==> src/rtl/bp_pkg.sv <==
// Shared types and default widths for the branch predictor front end.
package bp_pkg;

    localparam int unsigned BP_IDX_W  = 10;
    localparam int unsigned BP_HIST_W = 10;
    localparam int unsigned BP_DEPTH  = 4;

    typedef logic [BP_IDX_W-1:0] bp_idx_t;

    typedef struct packed {
        bp_idx_t               idx;
        logic                  pred;
        logic [BP_HIST_W-1:0]  snap;
    } bhq_entry_t;

endpackage

==> src/rtl/bhq_fifo.sv <==
// Generic DEPTH-entry synchronous FIFO with single-cycle flush; head data read combinationally.
module bhq_fifo #(
    parameter int unsigned WIDTH = 8,
    parameter int unsigned DEPTH = 4
) (
    input  logic                     clk,
    input  logic                     rst,
    input  logic                     push_i,
    input  logic                     pop_i,
    input  logic                     flush_i,
    input  logic [WIDTH-1:0]         wdata_i,
    output logic [WIDTH-1:0]         rdata_o,
    output logic                     full_o,
    output logic                     empty_o,
    output logic [$clog2(DEPTH):0]   count_o
);

    localparam int unsigned PTR_W = $clog2(DEPTH);
    localparam int unsigned CNT_W = PTR_W + 1;

    logic [WIDTH-1:0] mem_q [DEPTH];
    logic [PTR_W-1:0] head_q, head_d;
    logic [PTR_W-1:0] tail_q, tail_d;
    logic [CNT_W-1:0] count_q, count_d;
    logic             do_push_c, do_pop_c;

    assign full_o    = (count_q == CNT_W'(DEPTH));
    assign empty_o   = (count_q == '0);
    assign count_o   = count_q;
    assign rdata_o   = mem_q[head_q];
    assign do_push_c = push_i & !full_o;
    assign do_pop_c  = pop_i & !empty_o;

    // Pointers wrap naturally since DEPTH is a power of two.
    always_comb begin
        head_d  = head_q;
        tail_d  = tail_q;
        count_d = count_q;
        if (flush_i) begin
            head_d  = '0;
            tail_d  = '0;
            count_d = '0;
        end else begin
            if (do_push_c) tail_d = tail_q + PTR_W'(1);
            if (do_pop_c)  head_d = head_q + PTR_W'(1);
            count_d = count_q + CNT_W'(do_push_c) - CNT_W'(do_pop_c);
        end
    end

    always_ff @(posedge clk) begin
        if (rst) begin
            head_q  <= '0;
            tail_q  <= '0;
            count_q <= '0;
        end else begin
            head_q  <= head_d;
            tail_q  <= tail_d;
            count_q <= count_d;
        end
    end

    // Storage is not reset; contents are meaningless while empty.
    always_ff @(posedge clk) begin
        if (do_push_c && !flush_i) mem_q[tail_q] <= wdata_i;
    end

endmodule

==> src/rtl/branch_history_queue.sv <==
// In-order queue of in-flight predicted branches feeding the 2-bit predictor table.
// Define BHQ_GSHARE_EN for gshare indexing with a repaired global history register.
module branch_history_queue
    import bp_pkg::*;
#(
    parameter int unsigned IDX_W  = BP_IDX_W,
    parameter int unsigned DEPTH  = BP_DEPTH,
    parameter int unsigned HIST_W = BP_HIST_W
) (
    input  logic                     clk,
    input  logic                     rst,
    input  logic [31:0]              fetch_pc,
    input  logic                     fetch_is_br,
    output logic [IDX_W-1:0]         pt_idx,
    output logic                     pt_read,
    input  logic                     pt_pred,
    output logic                     enq_ready,
    input  logic                     res_valid,
    input  logic                     res_taken,
    output logic                     mispredict,
    output logic                     upd_write,
    output logic [IDX_W-1:0]         upd_idx,
    output logic                     upd_outcome,
    output logic [$clog2(DEPTH):0]   occupancy
);

`ifdef BHQ_GSHARE_EN
    localparam int unsigned ENTRY_W = $bits(bhq_entry_t);
`else
    localparam int unsigned ENTRY_W = BP_IDX_W + 1;
`endif

    logic               full_c, empty_c, resolve_c, push_c;
    logic [ENTRY_W-1:0] wdata_c, rdata_c;
    logic [IDX_W-1:0]   pc_idx_c, head_idx_c;
    logic               head_pred_c;
    logic               unused_pc_c;

    logic               upd_write_q, upd_write_d;
    logic [IDX_W-1:0]   upd_idx_q, upd_idx_d;
    logic               upd_outcome_q, upd_outcome_d;

    assign pc_idx_c    = fetch_pc[IDX_W+1:2];
    assign unused_pc_c = ^{fetch_pc[31:IDX_W+2], fetch_pc[1:0]};

    // Ready depends only on registered occupancy, never on this cycle's resolve.
    assign enq_ready  = !full_c;
    assign pt_read    = fetch_is_br & enq_ready;
    assign resolve_c  = res_valid & !empty_c;
    assign mispredict = resolve_c & (head_pred_c != res_taken);
    assign push_c     = pt_read & !mispredict;

`ifdef BHQ_GSHARE_EN
    logic [HIST_W-1:0] ghr_q, ghr_d;
    bhq_entry_t        wr_ent_c, rd_ent_c;

    assign pt_idx = pc_idx_c ^ IDX_W'(ghr_q);

    always_comb begin
        wr_ent_c      = '0;
        wr_ent_c.idx  = bp_idx_t'(pt_idx);
        wr_ent_c.pred = pt_pred;
        wr_ent_c.snap = BP_HIST_W'(ghr_q);
    end

    assign wdata_c     = wr_ent_c;
    assign rd_ent_c    = rdata_c;
    assign head_idx_c  = IDX_W'(rd_ent_c.idx);
    assign head_pred_c = rd_ent_c.pred;

    // Speculative shift on enqueue; rebuild from the head snapshot on mispredict.
    always_comb begin
        ghr_d = ghr_q;
        if (mispredict)  ghr_d = HIST_W'({HIST_W'(rd_ent_c.snap), res_taken});
        else if (push_c) ghr_d = HIST_W'({ghr_q, pt_pred});
    end

    always_ff @(posedge clk) begin
        if (rst) ghr_q <= '0;
        else     ghr_q <= ghr_d;
    end
`else
    localparam int unsigned unused_hist_w = HIST_W;

    assign pt_idx      = pc_idx_c;
    assign wdata_c     = {BP_IDX_W'(pc_idx_c), pt_pred};
    assign head_idx_c  = IDX_W'(rdata_c[ENTRY_W-1:1]);
    assign head_pred_c = rdata_c[0];
`endif

    bhq_fifo #(
        .WIDTH (ENTRY_W),
        .DEPTH (DEPTH)
    ) u_fifo (
        .clk     (clk),
        .rst     (rst),
        .push_i  (push_c),
        .pop_i   (resolve_c),
        .flush_i (mispredict),
        .wdata_i (wdata_c),
        .rdata_o (rdata_c),
        .full_o  (full_c),
        .empty_o (empty_c),
        .count_o (occupancy)
    );

    // One table write per resolved branch, one cycle after resolution.
    always_comb begin
        upd_write_d   = resolve_c;
        upd_idx_d     = upd_idx_q;
        upd_outcome_d = upd_outcome_q;
        if (resolve_c) begin
            upd_idx_d     = head_idx_c;
            upd_outcome_d = res_taken;
        end
    end

    always_ff @(posedge clk) begin
        if (rst) begin
            upd_write_q   <= 1'b0;
            upd_idx_q     <= '0;
            upd_outcome_q <= 1'b0;
        end else begin
            upd_write_q   <= upd_write_d;
            upd_idx_q     <= upd_idx_d;
            upd_outcome_q <= upd_outcome_d;
        end
    end

    assign upd_write   = upd_write_q;
    assign upd_idx     = upd_idx_q;
    assign upd_outcome = upd_outcome_q;

endmodule

==> config.mk <==
export PLATFORM = sky130hd
export DESIGN_NAME = branch_history_queue
export DESIGN_NICKNAME = d
export VERILOG_FILES = /design/src/rtl/bp_pkg.sv /design/src/rtl/bhq_fifo.sv /design/src/rtl/branch_history_queue.sv
export SDC_FILE = /design/constraint.sdc
export NUM_CORES = 1
export LEC_CHECK = 0
export CAP_MARGIN = 5
export CORE_AREA = 4 4 75 77
export DETAILED_ROUTE_END_ITERATION = 10
export DIE_AREA = 0 0 79 81
export GPL_TIMING_DRIVEN = 0
export HOLD_SLACK_MARGIN = 0.02
export PLACE_DENSITY_LB_ADDON = 0.05
export SETUP_SLACK_MARGIN = 0.02
export SLEW_MARGIN = 20
export SYNTH_ARGS = -nofsm -noshare
export SYNTH_HDL_FRONTEND = slang
export SYNTH_SLANG_ARGS = --single-unit
export TNS_END_PERCENT = 20
==> constraint.sdc <==
create_clock -name clk -period 4.9 [get_ports clk]
set_input_delay 0.98 -clock clk [delete_from_list [all_inputs] [get_ports clk]]
set_output_delay 0.98 -clock clk [all_outputs]
set_load 0.005 [all_outputs]
# After elaboration in Yosys (flattened, before gate mapping)
# Memories as Yosys holds them, arrays and structs flattened. A register that Yosys moved wholly into a read port is not among the register bits.
# Cells that the tools add are included.
op_classes:
  n_eq_ne: 2
  reduce_logical: 6
  add_sub_neg: 4
  n_mux: 4
  n_bitwise: 6
op_table:
  columns: ["operator", "n"]
  rows:
  - ["$and 1x1->1", 6]
  - ["$add 2x1->2 const B", 2]
  - ["$mux 2", 2]
  - ["$add 3x1->3", 1]
  - ["$eq 3x3->1 const B", 1]
  - ["$logic_not 1->1", 3]
  - ["$logic_not 3->1", 1]
  - ["$sub 3x1->3", 1]
  - ["$mux 1", 2]
  - ["$reduce_or 2->1", 1]
  - ["$logic_and 1x1->1", 1]
  - ["$ne 1x1->1", 1]
totals:
  regBits: 19
  out_inout_bits: 28
  inputBits: 38
  word_cells: 29
  ramBits: 44
  memories: 1
mem_list:
  columns: ["memory", "words", "word_bits", "read_ports", "rd_ports_with_merged_regs", "write_ports", "line_no", "source"]
  rows:
  - ["u_fifo.mem_q", 4, 11, 1, 1, 1, "bhq_fifo.sv:21", "logic [WIDTH-1:0] mem_q [DEPTH];"]

# Logic depth before layout (Yosys ltp)
depth:
  depth_word: 10
  mapped_depth: 11
  depth_no_buf: 10

# Cells and area by module
# A second synthesis with hierarchy kept.
hier_totals:
  cells_unflattened: 173
  area_unflattened_um2: 2687.6
modules_own_cells:
  columns: ["mod", "cells_per_inst", "area_each_um2", "instances", "seq_area_each_um2"]
  rows:
  - ["bhq_fifo", 107, 2125.8, 1, 1501.4]
  - ["branch_history_queue", 66, 561.8, 1, 240.2]

# Least setup slack after synthesis
# OpenSTA, ideal clock, no wires.
synth_timing:
  kind: "input to register"
  from: "input res_valid"
  to: "register u_fifo.count_q[2], in the netlist u_fifo.count_o[2]"
  setup_ps: 116
  path_slack_ps: 2099
  arrival_time_ps: 2685
  stages: 11
  required_time_ps: 4784
  cell_sequence: "o31ai_2 inv_1 clkbuf_1 ha_1 inv_1 ha_1 inv_1 fa_1 xor2_1 xnor2_1 nor2_1"
synth_via:
  elab_chain_len: 7
synth_lines:
  columns: ["item", "line_no", "source"]
  rows:
  - ["from (decl)", "branch_history_queue.sv:18", "input logic res_valid,"]
  - ["$and 1x1->1 *", "branch_history_queue.sv:49", "assign resolve_c = res_valid & !empty_c;"]
  - ["net resolve_c", "branch_history_queue.sv:33", "logic full_c, empty_c, resolve_c, push_c;"]
  - ["$and 1x1->1", "branch_history_queue.sv:50", "assign mispredict = resolve_c & (head_pred_c != res_taken);"]
  - ["$logic_not 1->1", "branch_history_queue.sv:51", "assign push_c = pt_read & !mispredict;"]
  - ["$and 1x1->1", "branch_history_queue.sv:51", null]
  - ["$and 1x1->1", "bhq_fifo.sv:31", "assign do_push_c = push_i & !full_o;"]
  - ["$add 3x1->3", "bhq_fifo.sv:46", "count_d = count_q + CNT_W'(do_push_c) - CNT_W'(do_pop_c);"]
  - ["$sub 3x1->3", "bhq_fifo.sv:46", null]
  - ["to (signal assigned)", "bhq_fifo.sv:58", "count_q <= count_d;"]
  - ["to (decl)", "bhq_fifo.sv:24", "logic [CNT_W-1:0] count_q, count_d;"]
# Mark *: on every way through the listed nets, which the timed path passes. The rest lies on a longest branch.
# A chain may end at the register's enable or synchronous reset.

# Worst setup path in the final report
layout_timing:
  from: "input res_valid"
  to: "output mispredict"
layout_via:
  elab_chain_len: 2
layout_lines:
  columns: ["item", "line_no", "source"]
  rows:
  - ["$and 1x1->1", "branch_history_queue.sv:49", null]
  - ["$and 1x1->1", "branch_history_queue.sv:50", null]
  - ["to (decl)", "branch_history_queue.sv:20", "output logic mispredict,"]
# No other way between the ends.

==> flow_metrics.tcl <==
set metrics [dict create \
    drive_above_1_share 0.166 \
    numClockSinks 65 \
    grt_max_degree 12 \
    die_h_um 81 \
    clock-skew-final_ns 0.0116 \
    vias 1465 \
    cts_root_buf "clkbuf_8" \
    power.density_nw_per_um2 477 \
    cts_resized 0 \
    drtAntennaViolNets 0 \
    n_antenna_cell 0 \
    setup_viol_count_final 0 \
    numCtsBuffers 9 \
    dp_hpwl_um 3230 \
    antenna_found_initial 0 \
    crit_path_end_kind "output pin" \
    worst_slew_pin_slew_ns 0.633 \
    fin_util 0.648 \
    synthesis.nets 216 \
    ir_drop_mv 0.268 \
    ff2ff_path_depth 11 \
    portBuffers 42 \
    status "complete, no violations" \
    ys_warn_count 0 \
    hold_viol 0 \
    grt_pass1_vias 1601 \
    maxCapViolCount 0 \
    core_area_um2 5010 \
    hold_path_end "upd_idx[6]" \
    grt_pass1_wl_um 7820 \
    drt_wl_total_um 4720 \
    wire_per_inst_um 15.8 \
    initial_utilization 0.507 \
    synth_area_per_cell_um2 14.9 \
    fp-row-count 26 \
    yosysSeqAreaShare 0.686 \
    via_per_inst 4.90 \
    rsz0062_at_grt "false" \
    synth_cell_types 23 \
    grt_overflow 0 \
    power_leakage_nw 1.14 \
    cts_tree "built" \
    critPathRequiredTime_ns 3.92 \
    first_pass_iters 4 \
    maxSlewViolCount 0 \
    clk_latency_ns 0.34 \
    path_class "in -> out" \
    netlist_area_um2 2540 \
    die-area_um2 6400 \
    worst-path-max-fanout 10 \
    rrSetupSlack_ns 1.83 \
    tns_ns 0 \
    clk_path_buf_depth 2 \
    hold_depth 2 \
    reg2reg_to "u_fifo.count_o[2]" \
    max_freq_mhz 286 \
    routabilityCongestion 0.718 \
    worst_r2r_startpoint "u_fifo.count_o[1]" \
    fin_crit_sh 0.713 \
    clkTransAtPathRegs_ns 0.07 \
    fin_nets 269 \
    startpoint_type "input pin" \
    synthToLayoutAreaGrowth_pct 27.8 \
    io-pin-count 66 \
    grt_usage 0.169 \
    postCtsHoldBufs 0 \
    drc 0 \
    ys_ff_latch 65 \
    cts_max_level 3 \
    syn_inst 171 \
    period_needed_ns 3.49 \
    crit_arrival_ns 2.51 \
    post-cts-setup-buffer-count 0 \
    min-delay-start "upd_idx[6]" \
    fillCellCount 383 \
    dr.first_iter.drc_count 123 \
    hold_class "reg -> reg" \
    dieWidth_um 79 \
    relSlewSlack 0.575 \
]
==> cell usage after synthesis <==
cell type	instances	area (um^2)
xnor2_1	3	26.3
a21oi_1	15	75.1
nand3_1	1	5.00
buf_2	1	5.00
nand2_1	26	97.6
nor2_1	6	22.5
edfxtp_1	44	1320
xor2_1	2	17.5
inv_1	8	30.0
a31oi_1	1	6.26
dfxtp_1	21	420
a21o_1	1	7.51
or3_1	1	6.26
nand4b_1	1	8.76
fa_1	1	20.0
clkbuf_1	5	18.8
nand3b_1	1	7.51
mux4_2	11	248
and2_1	4	25.0
or3b_2	1	8.76
o31ai_2	1	12.5
buf_4	10	75.1
ha_1	6	75.1
==> logic make-up after synthesis <==
kind of cell               count (synthesis)  share of synthesized area
AOI/OAI and AO/OA                         18                     0.0399
xor gates and xnor gates                   5                     0.0172
adders and majority gates                  7                     0.0374
buffers and inverters                     24                     0.0507
DFF                                       65                      0.686
muxes                                     11                     0.0975
and+or+nand+nor                           41                     0.0714
==> flip-flops by register name, indices dropped and copies added (netlist names), named ones only <==
signal          count
upd_outcome         1
u_fifo.mem_q       44
u_fifo.count_o      3
upd_write           1
u_fifo.tail_q       2
u_fifo.head_q       2
upd_idx            10
==> per-stage QoR <==
step / hold WS (ns) / std cells / power [mW] / setup WS [ns] / area (um^2)
finish: 0.454 / 299 / 1.55 / 1.41 / 3250
global route: 0.488 / 299 / 1.64 / 1.27 / 3250
CTS: 0.455 / 299 / 1.57 / 1.39 / 3250
detailed placement: 0.446 / 283 / 1.12 / 1.15 / 3050
global placement: 0.442 / 283 / 1.10 / 1.23 / 3050
floorplan: 0.453 / 171 / 0.948 / 2.10 / 2540
==> cells in the final DEF (no fill, tap or decap), types with 7 or more instances in the layout <==
cell type / n
edfxtp_1: 44
clkdlybuf4s50_1: 42
nand2_1: 26
dfxtp_1: 21
a21oi_1: 15
mux4_2: 11
clkbuf_8: 11
buf_4: 10
inv_1: 8
clkbuf_1: 7
==> where the power goes <==
| part | switching, mW | total, mW | leakage, nW | internal [mW] |
|---|---|---|---|---|
| Sequential | 0.0383 | 0.718 | 0.574 | 0.680 |
| Clock | 0.187 | 0.449 | 0.103 | 0.261 |
| Combinational | 0.186 | 0.383 | 0.465 | 0.198 |
==> area by class of cell <==
cell class                 instances  area [um^2]  area share
sequential                        65         1740       0.536
multi-input combinational         82          669       0.206
timing repair buffer              42          420       0.129
clock buffer                      13          159      0.0489
buffer                            16         98.8      0.0304
tap                               70         87.6      0.0270
clock inverter                     3         40.0      0.0123
inverter                           8         30.0     0.00925
==> worst max-delay path, stage by stage <==
cell and delay (ns):
clkdlybuf4s50_1 0.42, o31ai_2 0.17, clkbuf_1 0.40, nor2_1 0.09
clkdlybuf4s50_1 0.45
==> metal layers <==
metal  part of all wire  GRT usage  vias to the layer above  wire (um)
met5                  0          0                        -          0
met4              0.018     0.0825                        0         86
met3              0.056     0.0377                       10        262
met2               0.51      0.280                       40       2430
met1               0.41      0.211                      702       1940
li1                   -          -                      713          -
==> worst max-delay path by stage <==
stage / startpoint / endpoint / slack (ns) / depth (start not counted)
detailed placement: res_valid / u_fifo.count_o[2] / 1.15 / 12
global route: res_valid / mispredict / 1.27 / 5
floorplan: res_valid / u_fifo.count_o[2] / 2.10 / 11
finish: res_valid / mispredict / 1.41 / 5
CTS: res_valid / mispredict / 1.39 / 5
global placement: res_valid / u_fifo.count_o[2] / 1.23 / 12
No activity file was read; power rests on OpenSTA's default activity.
